[config.mk]
export PLATFORM = sky130hd
export DESIGN_NAME = popcount_stream_acc
export DESIGN_NICKNAME = d
export VERILOG_FILES = /design/src/rtl/popcount_pkg.sv /design/src/rtl/popcount_tree.sv /design/src/rtl/popcount_stream_acc.sv
export SDC_FILE = /design/constraint.sdc
export NUM_CORES = 1
export LEC_CHECK = 0
export CAP_MARGIN = 20
export CORE_MARGIN = 1
export CORE_UTILIZATION = 35
export DETAILED_ROUTE_END_ITERATION = 10
export PLACE_DENSITY = 0.56
export RECOVER_POWER = 100
export SLEW_MARGIN = 30
export SYNTH_ARGS = -nofsm -noshare
export SYNTH_HDL_FRONTEND = slang
export SYNTH_SLANG_ARGS = --single-unit
[constraint.sdc]
create_clock -name clk -period 4.2 [get_ports clk]
set_input_delay 0.84 -clock clk [delete_from_list [all_inputs] [get_ports clk]]
set_output_delay 0.84 -clock clk [all_outputs]
set_load 0.02 [all_outputs]
[src/rtl/popcount_pkg.sv]
// Shared types and width helpers for the streaming popcount accumulator.
// Latency: n/a (types and constant functions only).
// Backpressure: n/a.
package popcount_pkg;

  typedef enum logic [1:0] {
    IDLE  = 2'd0,
    ACCUM = 2'd1,
    DONE  = 2'd2
  } state_t;

  function automatic int clog2(input int value);
    return $clog2(value);
  endfunction

  // Result width: enough bits for every bit of a full-length vector being set.
  function automatic int cnt_w(input int width, input int max_beats);
    return clog2(width * max_beats + 1);
  endfunction

  // Beat counter has to be able to hold MAX_BEATS itself.
  function automatic int beat_cnt_w(input int max_beats);
    return clog2(max_beats + 1);
  endfunction

endpackage

[src/rtl/popcount_tree.sv]
// Exact combinational popcount built as a recursive tree of half/full adders.
// Latency: 0 cycles (pure combinational).
// Backpressure: none; output follows input.
module popcount_tree
  import popcount_pkg::*;
#(
  parameter int WIDTH = 22,
  localparam int OUT_W = clog2(WIDTH + 1)
) (
  input  logic [WIDTH-1:0] in_bits,
  output logic [OUT_W-1:0] out_cnt
);

  // Leaves are single bits, half adders or full adders; larger inputs split
  // in two and the partial counts are summed, giving a balanced tree.
  generate
    if (WIDTH == 1) begin : g_leaf1
      assign out_cnt = in_bits;
    end else if (WIDTH == 2) begin : g_half_add
      assign out_cnt = {in_bits[1] & in_bits[0], in_bits[1] ^ in_bits[0]};
    end else if (WIDTH == 3) begin : g_full_add
      assign out_cnt = {(in_bits[0] & in_bits[1]) | (in_bits[2] & (in_bits[0] ^ in_bits[1])),
                        in_bits[0] ^ in_bits[1] ^ in_bits[2]};
    end else begin : g_split
      localparam int LO_W  = WIDTH / 2;
      localparam int HI_W  = WIDTH - LO_W;
      localparam int LO_CW = clog2(LO_W + 1);
      localparam int HI_CW = clog2(HI_W + 1);
      logic [LO_CW-1:0] lo_cnt;
      logic [HI_CW-1:0] hi_cnt;

      popcount_tree #(.WIDTH(LO_W)) u_lo (
        .in_bits (in_bits[LO_W-1:0]),
        .out_cnt (lo_cnt)
      );
      popcount_tree #(.WIDTH(HI_W)) u_hi (
        .in_bits (in_bits[WIDTH-1:LO_W]),
        .out_cnt (hi_cnt)
      );

      assign out_cnt = OUT_W'(lo_cnt) + OUT_W'(hi_cnt);
    end
  endgenerate

endmodule

[src/rtl/popcount_stream_acc.sv]
// Accumulates popcount over a multi-beat vector (exact or LSB-truncated) and reports count + fire bit.
// Latency: result valid the cycle after the last beat is accepted; all outputs registered.
// Backpressure: in_ready drops while a result is held; released the cycle after out handshake.
module popcount_stream_acc
  import popcount_pkg::*;
#(
  parameter int WIDTH        = 22,
  parameter int MAX_BEATS    = 4,
  parameter int APPROX_SHIFT = 1,
  localparam int CNT_W       = cnt_w(WIDTH, MAX_BEATS)
) (
  input  logic             clk,
  input  logic             rst_n,
  input  logic             in_valid,
  output logic             in_ready,
  input  logic [WIDTH-1:0] in_data,
  input  logic             in_last,
  input  logic             in_approx,
  input  logic [CNT_W-1:0] in_thresh,
  output logic             out_valid,
  input  logic             out_ready,
  output logic [CNT_W-1:0] out_count,
  output logic             out_fire,
  output logic             out_trunc
);

  localparam int PC_W = clog2(WIDTH + 1);
  localparam int BC_W = beat_cnt_w(MAX_BEATS);

  state_t           state_q,     state_d;
  logic [CNT_W-1:0] acc_q,       acc_d;
  logic [BC_W-1:0]  beat_cnt_q,  beat_cnt_d;
  logic             approx_q,    approx_d;
  logic [CNT_W-1:0] thresh_q,    thresh_d;
  logic [CNT_W-1:0] out_count_q, out_count_d;
  logic             out_fire_q,  out_fire_d;
  logic             out_trunc_q, out_trunc_d;

  logic [PC_W-1:0]  pc;
  logic             first_beat;
  logic             mode;
  logic [CNT_W-1:0] thresh_eff;
  logic [CNT_W-1:0] term;
  logic [CNT_W-1:0] acc_sum;
  logic [BC_W-1:0]  beat_inc;
  logic             reached_max;

  popcount_tree #(.WIDTH(WIDTH)) u_tree (
    .in_bits (in_data),
    .out_cnt (pc)
  );

  // Per-beat term and running sums; the first beat uses live mode/threshold
  // because they are only being latched on that same edge.
  always_comb begin
    first_beat  = (state_q == IDLE);
    mode        = first_beat ? in_approx : approx_q;
    thresh_eff  = first_beat ? in_thresh : thresh_q;
    term        = mode ? ((CNT_W'(pc) >> APPROX_SHIFT) << APPROX_SHIFT) : CNT_W'(pc);
    acc_sum     = (first_beat ? '0 : acc_q) + term;
    beat_inc    = (first_beat ? '0 : beat_cnt_q) + BC_W'(1);
    reached_max = (beat_inc == BC_W'(MAX_BEATS));
  end

  // Next-state, accumulator and result capture.
  always_comb begin
    state_d     = state_q;
    acc_d       = acc_q;
    beat_cnt_d  = beat_cnt_q;
    approx_d    = approx_q;
    thresh_d    = thresh_q;
    out_count_d = out_count_q;
    out_fire_d  = out_fire_q;
    out_trunc_d = out_trunc_q;
    case (state_q)
      IDLE, ACCUM: begin
        if (in_valid) begin
          acc_d      = acc_sum;
          beat_cnt_d = beat_inc;
          if (first_beat) begin
            approx_d = in_approx;
            thresh_d = in_thresh;
          end
          if (in_last || reached_max) begin
            state_d     = DONE;
            out_count_d = acc_sum;
            out_fire_d  = (acc_sum >= thresh_eff);
            out_trunc_d = reached_max && !in_last;
          end else begin
            state_d = ACCUM;
          end
        end
      end
      DONE: begin
        if (out_ready) begin
          state_d    = IDLE;
          acc_d      = '0;
          beat_cnt_d = '0;
        end
      end
      default: state_d = IDLE;
    endcase
  end

  // State and datapath registers; reset discards any partial vector or pending result.
  always_ff @(posedge clk or negedge rst_n) begin
    if (!rst_n) begin
      state_q     <= IDLE;
      acc_q       <= '0;
      beat_cnt_q  <= '0;
      approx_q    <= 1'b0;
      thresh_q    <= '0;
      out_count_q <= '0;
      out_fire_q  <= 1'b0;
      out_trunc_q <= 1'b0;
    end else begin
      state_q     <= state_d;
      acc_q       <= acc_d;
      beat_cnt_q  <= beat_cnt_d;
      approx_q    <= approx_d;
      thresh_q    <= thresh_d;
      out_count_q <= out_count_d;
      out_fire_q  <= out_fire_d;
      out_trunc_q <= out_trunc_d;
    end
  end

  assign in_ready  = (state_q != DONE);
  assign out_valid = (state_q == DONE);
  assign out_count = out_count_q;
  assign out_fire  = out_fire_q;
  assign out_trunc = out_trunc_q;

endmodule

Word-level counts from Yosys, hierarchy flattened:

Index checks and enable logic that the tools add are counted.

* $add $sub $neg: 9
* order comparisons: 1
* equal/unequal tests: 6
* muxes and demuxes: 15
* bitwise operators: 34
* reduce and logical (&&, ||, !) cells: 10

Operators by type and width (count)
* 2-to-1 mux 7 bit: 4
* AND 1 bit: 14
* one-hot mux 7 bit (2 select lines): 1
* bitwise XOR 1 bit: 14
* adder 2 x 2 -> 3 bit: 4
* 2-to-1 mux 3 bit: 3
* adder 3 x 3 -> 4 bit: 2
* adder 7 x 5 -> 7 bit: 1
* >= comparator 7 bit: 1
* 2-to-1 mux 2 bit: 3
* bitwise OR 1 bit: 6
* one-hot mux 3 bit (2 select lines): 1
* AND reduction 3 bit: 2
* adder 4 x 4 -> 5 bit: 1
* != test 2 bit, second input constant: 2
* one-hot mux 2 bit (2 select lines): 1
* AND reduction 2 bit: 2
* adder 3 x 1 -> 3 bit, second input constant: 1
* equality test 3 bit, second input constant: 1
* equality test 2 x 1 -> 1 bit, second input constant: 1
* equality test 2 bit, second input constant: 1
* logical NOT 2 bit: 1
* 2-to-1 mux 1 bit: 2
* != test 2 x 1 -> 1 bit, second input constant: 1
* 5 further kinds: 5

* register bits after elaboration: 29
* bits of input ports: 35
* output and inout port bits: 11
* logic and storage cells: 83

Depth between registers and ports, before layout:

* depth after elaboration: 10
* depth in mapped cells: 24
* depth with buffers taken out: 24

By module:

From an unflattened synthesis, not the netlist that was laid out.

* cell total of the unflattened synthesis: 244
* area total of the unflattened synthesis: 2446.1 sq um

Modules (own cells, without submodules)
* popcount_stream_acc: times used 1, cells each 168, area each 1769.2 sq um, sequential area each 725.7 sq um
* popcount_tree (u_tree.g_split.u_hi.g_split.u_hi ...): times used 4, cells each 7, area each 51.3 sq um, sequential area each 0.0 sq um
* popcount_tree (u_tree.g_split.u_hi ...): times used 2, cells each 12, area each 95.1 sq um, sequential area each 0.0 sq um
* popcount_tree (u_tree): times used 1, cells each 16, area each 136.4 sq um, sequential area each 0.0 sq um
* popcount_tree (u_tree.g_split.u_hi.g_split.u_hi.g_split.u_hi ...): times used 6, cells each 1, area each 20.0 sq um, sequential area each 0.0 sq um
* popcount_tree (u_tree.g_split.u_hi.g_split.u_lo.g_split.u_lo ...): times used 2, cells each 1, area each 12.5 sq um, sequential area each 0.0 sq um

Least setup slack after synthesis:

OpenSTA, ideal clock, no wires.

* path kind: input -> register
* start point: input in_data[13]
* end point: register out_fire_q (netlist: out_fire)
* setup time: 0.124 ns
* arrival time: 5.890 ns
* required time: 4.076 ns
* setup slack: -1.814 ns
* stages: 21
* buffers on the path: 0
* path through: inv_1 > fa_1 > inv_1 > fa_1 > fa_1 > fa_1 > inv_1 > fa_1 > inv_1 > ha_1 > fa_1 > ha_1 > o21ai_0 > o21bai_1 > a211oi_1 > nor2_1 > ha_1 > a21o_1 > a21oi_1 > o31a_1 > o21ai_1

* longest elaborated chain between the ends: 8
* elaborated cells on any way between the ends: 11
* classes of those cells: add/sub: 4; order compare: 1; mux: 1; bitwise: 5

RTL lines
* start: declaration: RTL line popcount_stream_acc.sv:16 `input logic [WIDTH-1:0] in_data,`
* bitwise XOR 1 bit: RTL line popcount_tree.sv:22, popcount_tree.sv:23
* bitwise XOR 1 bit / AND 1 bit (equally long branches): RTL line popcount_tree.sv:23, popcount_tree.sv:22
* adder 2 x 2 -> 3 bit (*): RTL line popcount_tree.sv:41 `assign out_cnt = OUT_W'(lo_cnt) + OUT_W'(hi_cnt);`
* adder 3 x 3 -> 4 bit (*): RTL line popcount_tree.sv:41
* adder 4 x 4 -> 5 bit (*): RTL line popcount_tree.sv:41
* 2-to-1 mux 1 bit / adder 4 x 4 -> 5 bit (equally long branches): RTL line popcount_stream_acc.sv:59, popcount_tree.sv:41
* adder 7 x 5 -> 7 bit (*): RTL line popcount_stream_acc.sv:60 `acc_sum = (first_beat ? '0 : acc_q) + term;`
* via acc_sum[5]: RTL line popcount_stream_acc.sv:44 `logic [CNT_W-1:0] acc_sum;`
* >= comparator 7 bit (*): RTL line popcount_stream_acc.sv:87 `out_fire_d = (acc_sum >= thresh_eff);`
* end signal: assignment: RTL line popcount_stream_acc.sv:123 `out_fire_q <= out_fire_d;`
* end: declaration: RTL line popcount_stream_acc.sv:36 `logic out_fire_q, out_fire_d;`

The timed path passes the listed nets; every way through them passes the cells marked *.
A chain may end at the register's enable or synchronous reset.

Worst setup path after layout:

* start point: input in_data[18]
* end point: register out_fire_q (netlist: out_fire)

* longest elaborated chain between the ends: 7
* elaborated cells on any way between the ends: 9
* classes of those cells: add/sub: 4; order compare: 1; mux: 1; bitwise: 3

RTL lines (RTL line)
* bitwise XOR 1 bit / AND 1 bit (equally long branches): popcount_tree.sv:23, popcount_tree.sv:22
* adder 2 x 2 -> 3 bit (*): popcount_tree.sv:41
* adder 3 x 3 -> 4 bit (*): popcount_tree.sv:41
* adder 4 x 4 -> 5 bit (*): popcount_tree.sv:41
* 2-to-1 mux 1 bit / adder 4 x 4 -> 5 bit (equally long branches): popcount_stream_acc.sv:59, popcount_tree.sv:41
* adder 7 x 5 -> 7 bit (*): popcount_stream_acc.sv:60
* via acc_sum[6]: popcount_stream_acc.sv:44
* >= comparator 7 bit (*): popcount_stream_acc.sv:87

Marks and branches as above.

==> summary.md <==
| Metric | Value |
|---|---|
| Status | finished with violations |
| Failing checks | design-rule violations, max-capacitance violations, max-slew violations, negative setup slack |
| Clk sinks | 29 |
| Cell Pwr Density | 923.7 nW/um^2 |
| Critical-path cell list | buf_8, inv_8, fa_2, inv_2, fa_1, inv_2, fa_2, fa_2, fa_1, inv_2, ha_4, fa_2, ha_4, and2b_2, o2111ai_4, a21o_1, a21oi_2, ha_1, nand3_1, o31a_1, o21ai_1 |
| Final Hold Slack | 0.4751 ns |
| Ratio of cells with drive above 1 in the final layout | 0.3311 |
| Worst-path fanout max | 3 |
| Antenna Cells | 0 |
| Mapped Area | 2365 sq um |
| CP Class | primary input to flip-flop |
| Root Driver | clkbuf_8 |
| Main synth FF type | dfrtp_1 |
| Routed vias/inst | 4.815 |
| Crit path max-delay family | adder cells |
| Ys Warns | 0 |
| Met2 Track Usage GR | 0.2496 |
| Fill cells | 600 |
| Distinct cells, synth | 45 |
| Async S/R FF share, synth | 1.000 |
| Reg-to-Reg End | out_count[6] |
| Port Buf Inserts | 45 |
| Grt total ovfl | 0 |
| Remaining antenna violation count after routing | 0 |
| Slew margin rel. | -0.1083 |
| Tcrit/Tclk final | 1.360 |
| Fin. Hold Viols | 0 |
| DRC | 8 |
| Final Instance Area | 3354 sq um |
| Max Slew Vio Count | 30 |
| Total Nets Final | 369 |
| Post-DP Area | 3124 sq um |
| GRT busiest layer | met2 |
| Area of the multi-input gates | 1607 sq um |
| First-pass GRT wire length | 8.942 mm |
| H-tree Lvls | 2 |
| Setup tns final | -12.12 ns |
| Hold endpoint | out_count[1] |
| Hold_buf cts | 0 |
| Die area | 7089 sq um |
| Cell count after synthesis | 218 |
| Iter 0 DRT Violations | 69 |
| CTS max path bufs | 2 |
| CTS Buf Count | 5 |
| Required time worst endpoint | 4.41 ns |
| Worst Path Arrival | 5.92 ns |
| Worst reg2reg path startpoint | state_q[0] |
| Max-Cap Viols | 1 |
| Crit path buffers/inverters | 5 |
| HP Class | flip-flop to flip-flop |
| Worst r2r path cells | 15 |
| Hold path cells | 2 |
| TritonCTS clock tree | done |
| Worst-margin pin slew | 1.662 ns |
| Die Ht | 84.20 microns |
| Io pins | 46 |
| Mapped Nets | 292 |
| Starting Density | 0.3682 |
| RSZ-0062 raised after global routing | yes |
| CTS clk-pin slew, worst paths | 0.07 ns |
| Row Count | 29 |
| Post-DR wirelength/cell | 13.86 microns |
| Vias in the first global route | 1906 |
| Vias | 1796 |
| Area growth from synthesis to layout | 41.85% |
| R2R setup slack | 1.06 ns |
| Die W | 84.20 microns |
| Worst-skew pair later-pin latency | 0.28 ns |
| EDFF count, synth | 0 |
| Period minus WS final | 5.711 ns |
| CP max stage cell | fa_2 |
| Seq/Total Area, Yosys | 0.3069 |
| Gr usage total | 0.1591 |
| Final setup viols | 13 |
| Synthesized flop and latch total | 29 |
| Hold_sp | out_count[1] |
| Drt total wl | 5.168 mm |
| GP Congestion | 0.8098 |
| Post-Syn Area per Cell | 10.85 sq um |
| Placement Setup Slack | -2.325 ns |
| Top cell by count, worst path | fa_2 |
| Register area | 725.7 sq um |
| Crit-path max cell delay | 0.56 ns |
| Clock Skews | 0.005841 ns |
| Largest net degree at the start of global routing | 30 |
| Nature of the critical path endpoint | flip-flop |
| Detailed Routing Iterations Pass 1 | 7 |
| Initial antenna violation count | 0 |
| GR Layer Usage met3 | 0.03343 |
| Worst VDD drop | 377.4 uV |
| Post-route setup slack | -1.511 ns |
| Leak | 1.616 nW |
| Startpoint Class | primary input |
| Met1 usage | 0.2279 |
| Dpl hpwl | 3.855 mm |
| Std-Cell Core Area | 6422 sq um |
| Fmax | 175.1 MHz |
## per-layer routing
metal	up-vias	wire length [microns]
met5	-	0
li1	899	-
met3	2	177
met1	866	2625
met2	29	2340
met4	0	23
## area by class of cell
type,instances,share of cell area
repair buffers,75,0.2048
clock buffers,7,0.02872
multi-input cells,150,0.4789
inverters,34,0.04103
well taps,77,0.02872
clock inverters,1,0.001492
flip-flops and latches,29,0.2163
## power breakdown
group	switching [mW]	internal, mW	total (mW)	leakage (nW)
combinational	1.14	1.26	2.40	1.20
clock	0.107	0.148	0.255	0.0542
sequential	0.0617	0.378	0.439	0.365
total	1.31	1.79	3.10	1.62
## synth_stat cells (5+ instances only)
| cell type | count | share of area |
|---|---|---|
| inv_1 | 33 | 0.052 |
| dfrtp_1 | 29 | 0.31 |
| ha_1 | 21 | 0.11 |
| fa_1 | 18 | 0.15 |
| nand2_1 | 11 | 0.017 |
| mux2_4 | 8 | 0.051 |
| mux2i_1 | 7 | 0.030 |
| nor2_1 | 7 | 0.011 |
| nor2b_1 | 7 | 0.019 |
| o21ai_1 | 7 | 0.015 |
| a21oi_1 | 6 | 0.013 |
| o21ai_0 | 6 | 0.013 |
| a21o_1 | 5 | 0.016 |
## kinds of logic (layout without fill, tap and decap cells)
family          Yosys count  count (layout)  share of synthesized area
fa+ha+maj                39              39                     0.2635
simple gates             42              42                    0.09418
mux                      18              18                    0.09471
compound gates           49              49                     0.1635
flops                    29              29                     0.3069
buf+inv                  39             117                    0.06984
xor+xnor                  2               2                   0.007409
## worst min-delay path, cell delays in order (launching register included)
cell,delay (ns)
dfrtp_1,0.34
nand2_1,0.04
o21ai_1,0.06
## cell usage in the layout, fill, tap and decap left out, types with 5 or more instances in the layout
| master | Yosys | final |
|---|---|---|
| a21o_1 | 5 | 5 |
| a21oi_1 | 6 | 5 |
| buf_4 | 0 | 20 |
| buf_6 | 2 | 12 |
| clkbuf_2 | 0 | 5 |
| clkbuf_8 | 0 | 7 |
| clkdlybuf4s50_1 | 0 | 17 |
| dfrtp_1 | 29 | 29 |
| dlygate4sd3_1 | 0 | 12 |
| fa_1 | 18 | 11 |
| fa_2 | 0 | 7 |
| ha_1 | 21 | 16 |
| inv_1 | 33 | 20 |
| inv_2 | 1 | 12 |
| mux2_1 | 3 | 9 |
| mux2i_1 | 7 | 7 |
| nand2_1 | 11 | 11 |
| nor2_1 | 7 | 5 |
| nor2b_1 | 7 | 7 |
| o21ai_0 | 6 | 5 |
| o21ai_1 | 7 | 6 |
## metrics by stage
| stage | total power, mW | std cells | util |
|---|---|---|---|
| after global routing | 3.389 | 373 | 0.5223 |
| after global placement | 2.498 | 358 | 0.4865 |
| after CTS | 3.013 | 367 | 0.5122 |
| after detailed placement | 2.508 | 358 | 0.4865 |
| after floorplan | 1.737 | 218 | - |
| final | 3.099 | 373 | 0.5223 |
## state kept, by name, summed over array words and instances (netlist names)
name / count
approx_q: 1
out_count: 7
out_trunc: 1
beat_cnt_q: 3
out_fire: 1
acc_q: 7
state_q: 2
thresh_q: 7
## worst max-delay path by stage
stage                     endpoint  slack (ns)  cells past startpoint        start
after floorplan           out_fire       -1.61                     20  in_data[19]
after global placement    out_fire       -2.26                     22  in_data[18]
after detailed placement  out_fire       -2.33                     22  in_data[18]
after CTS                 out_fire       -1.55                     21  in_data[14]
after global routing      out_fire       -1.68                     21  in_data[18]
final                     out_fire       -1.51                     21  in_data[18]
## timing repair
action                                  CTS  global route
endpoints found under the hold margin     0             0
endpoints found under the setup margin   15            13
pin swaps                                30             9
setup buffers                             1             8
resized for setup                        47            29
(Power assumes the default switching activity.)
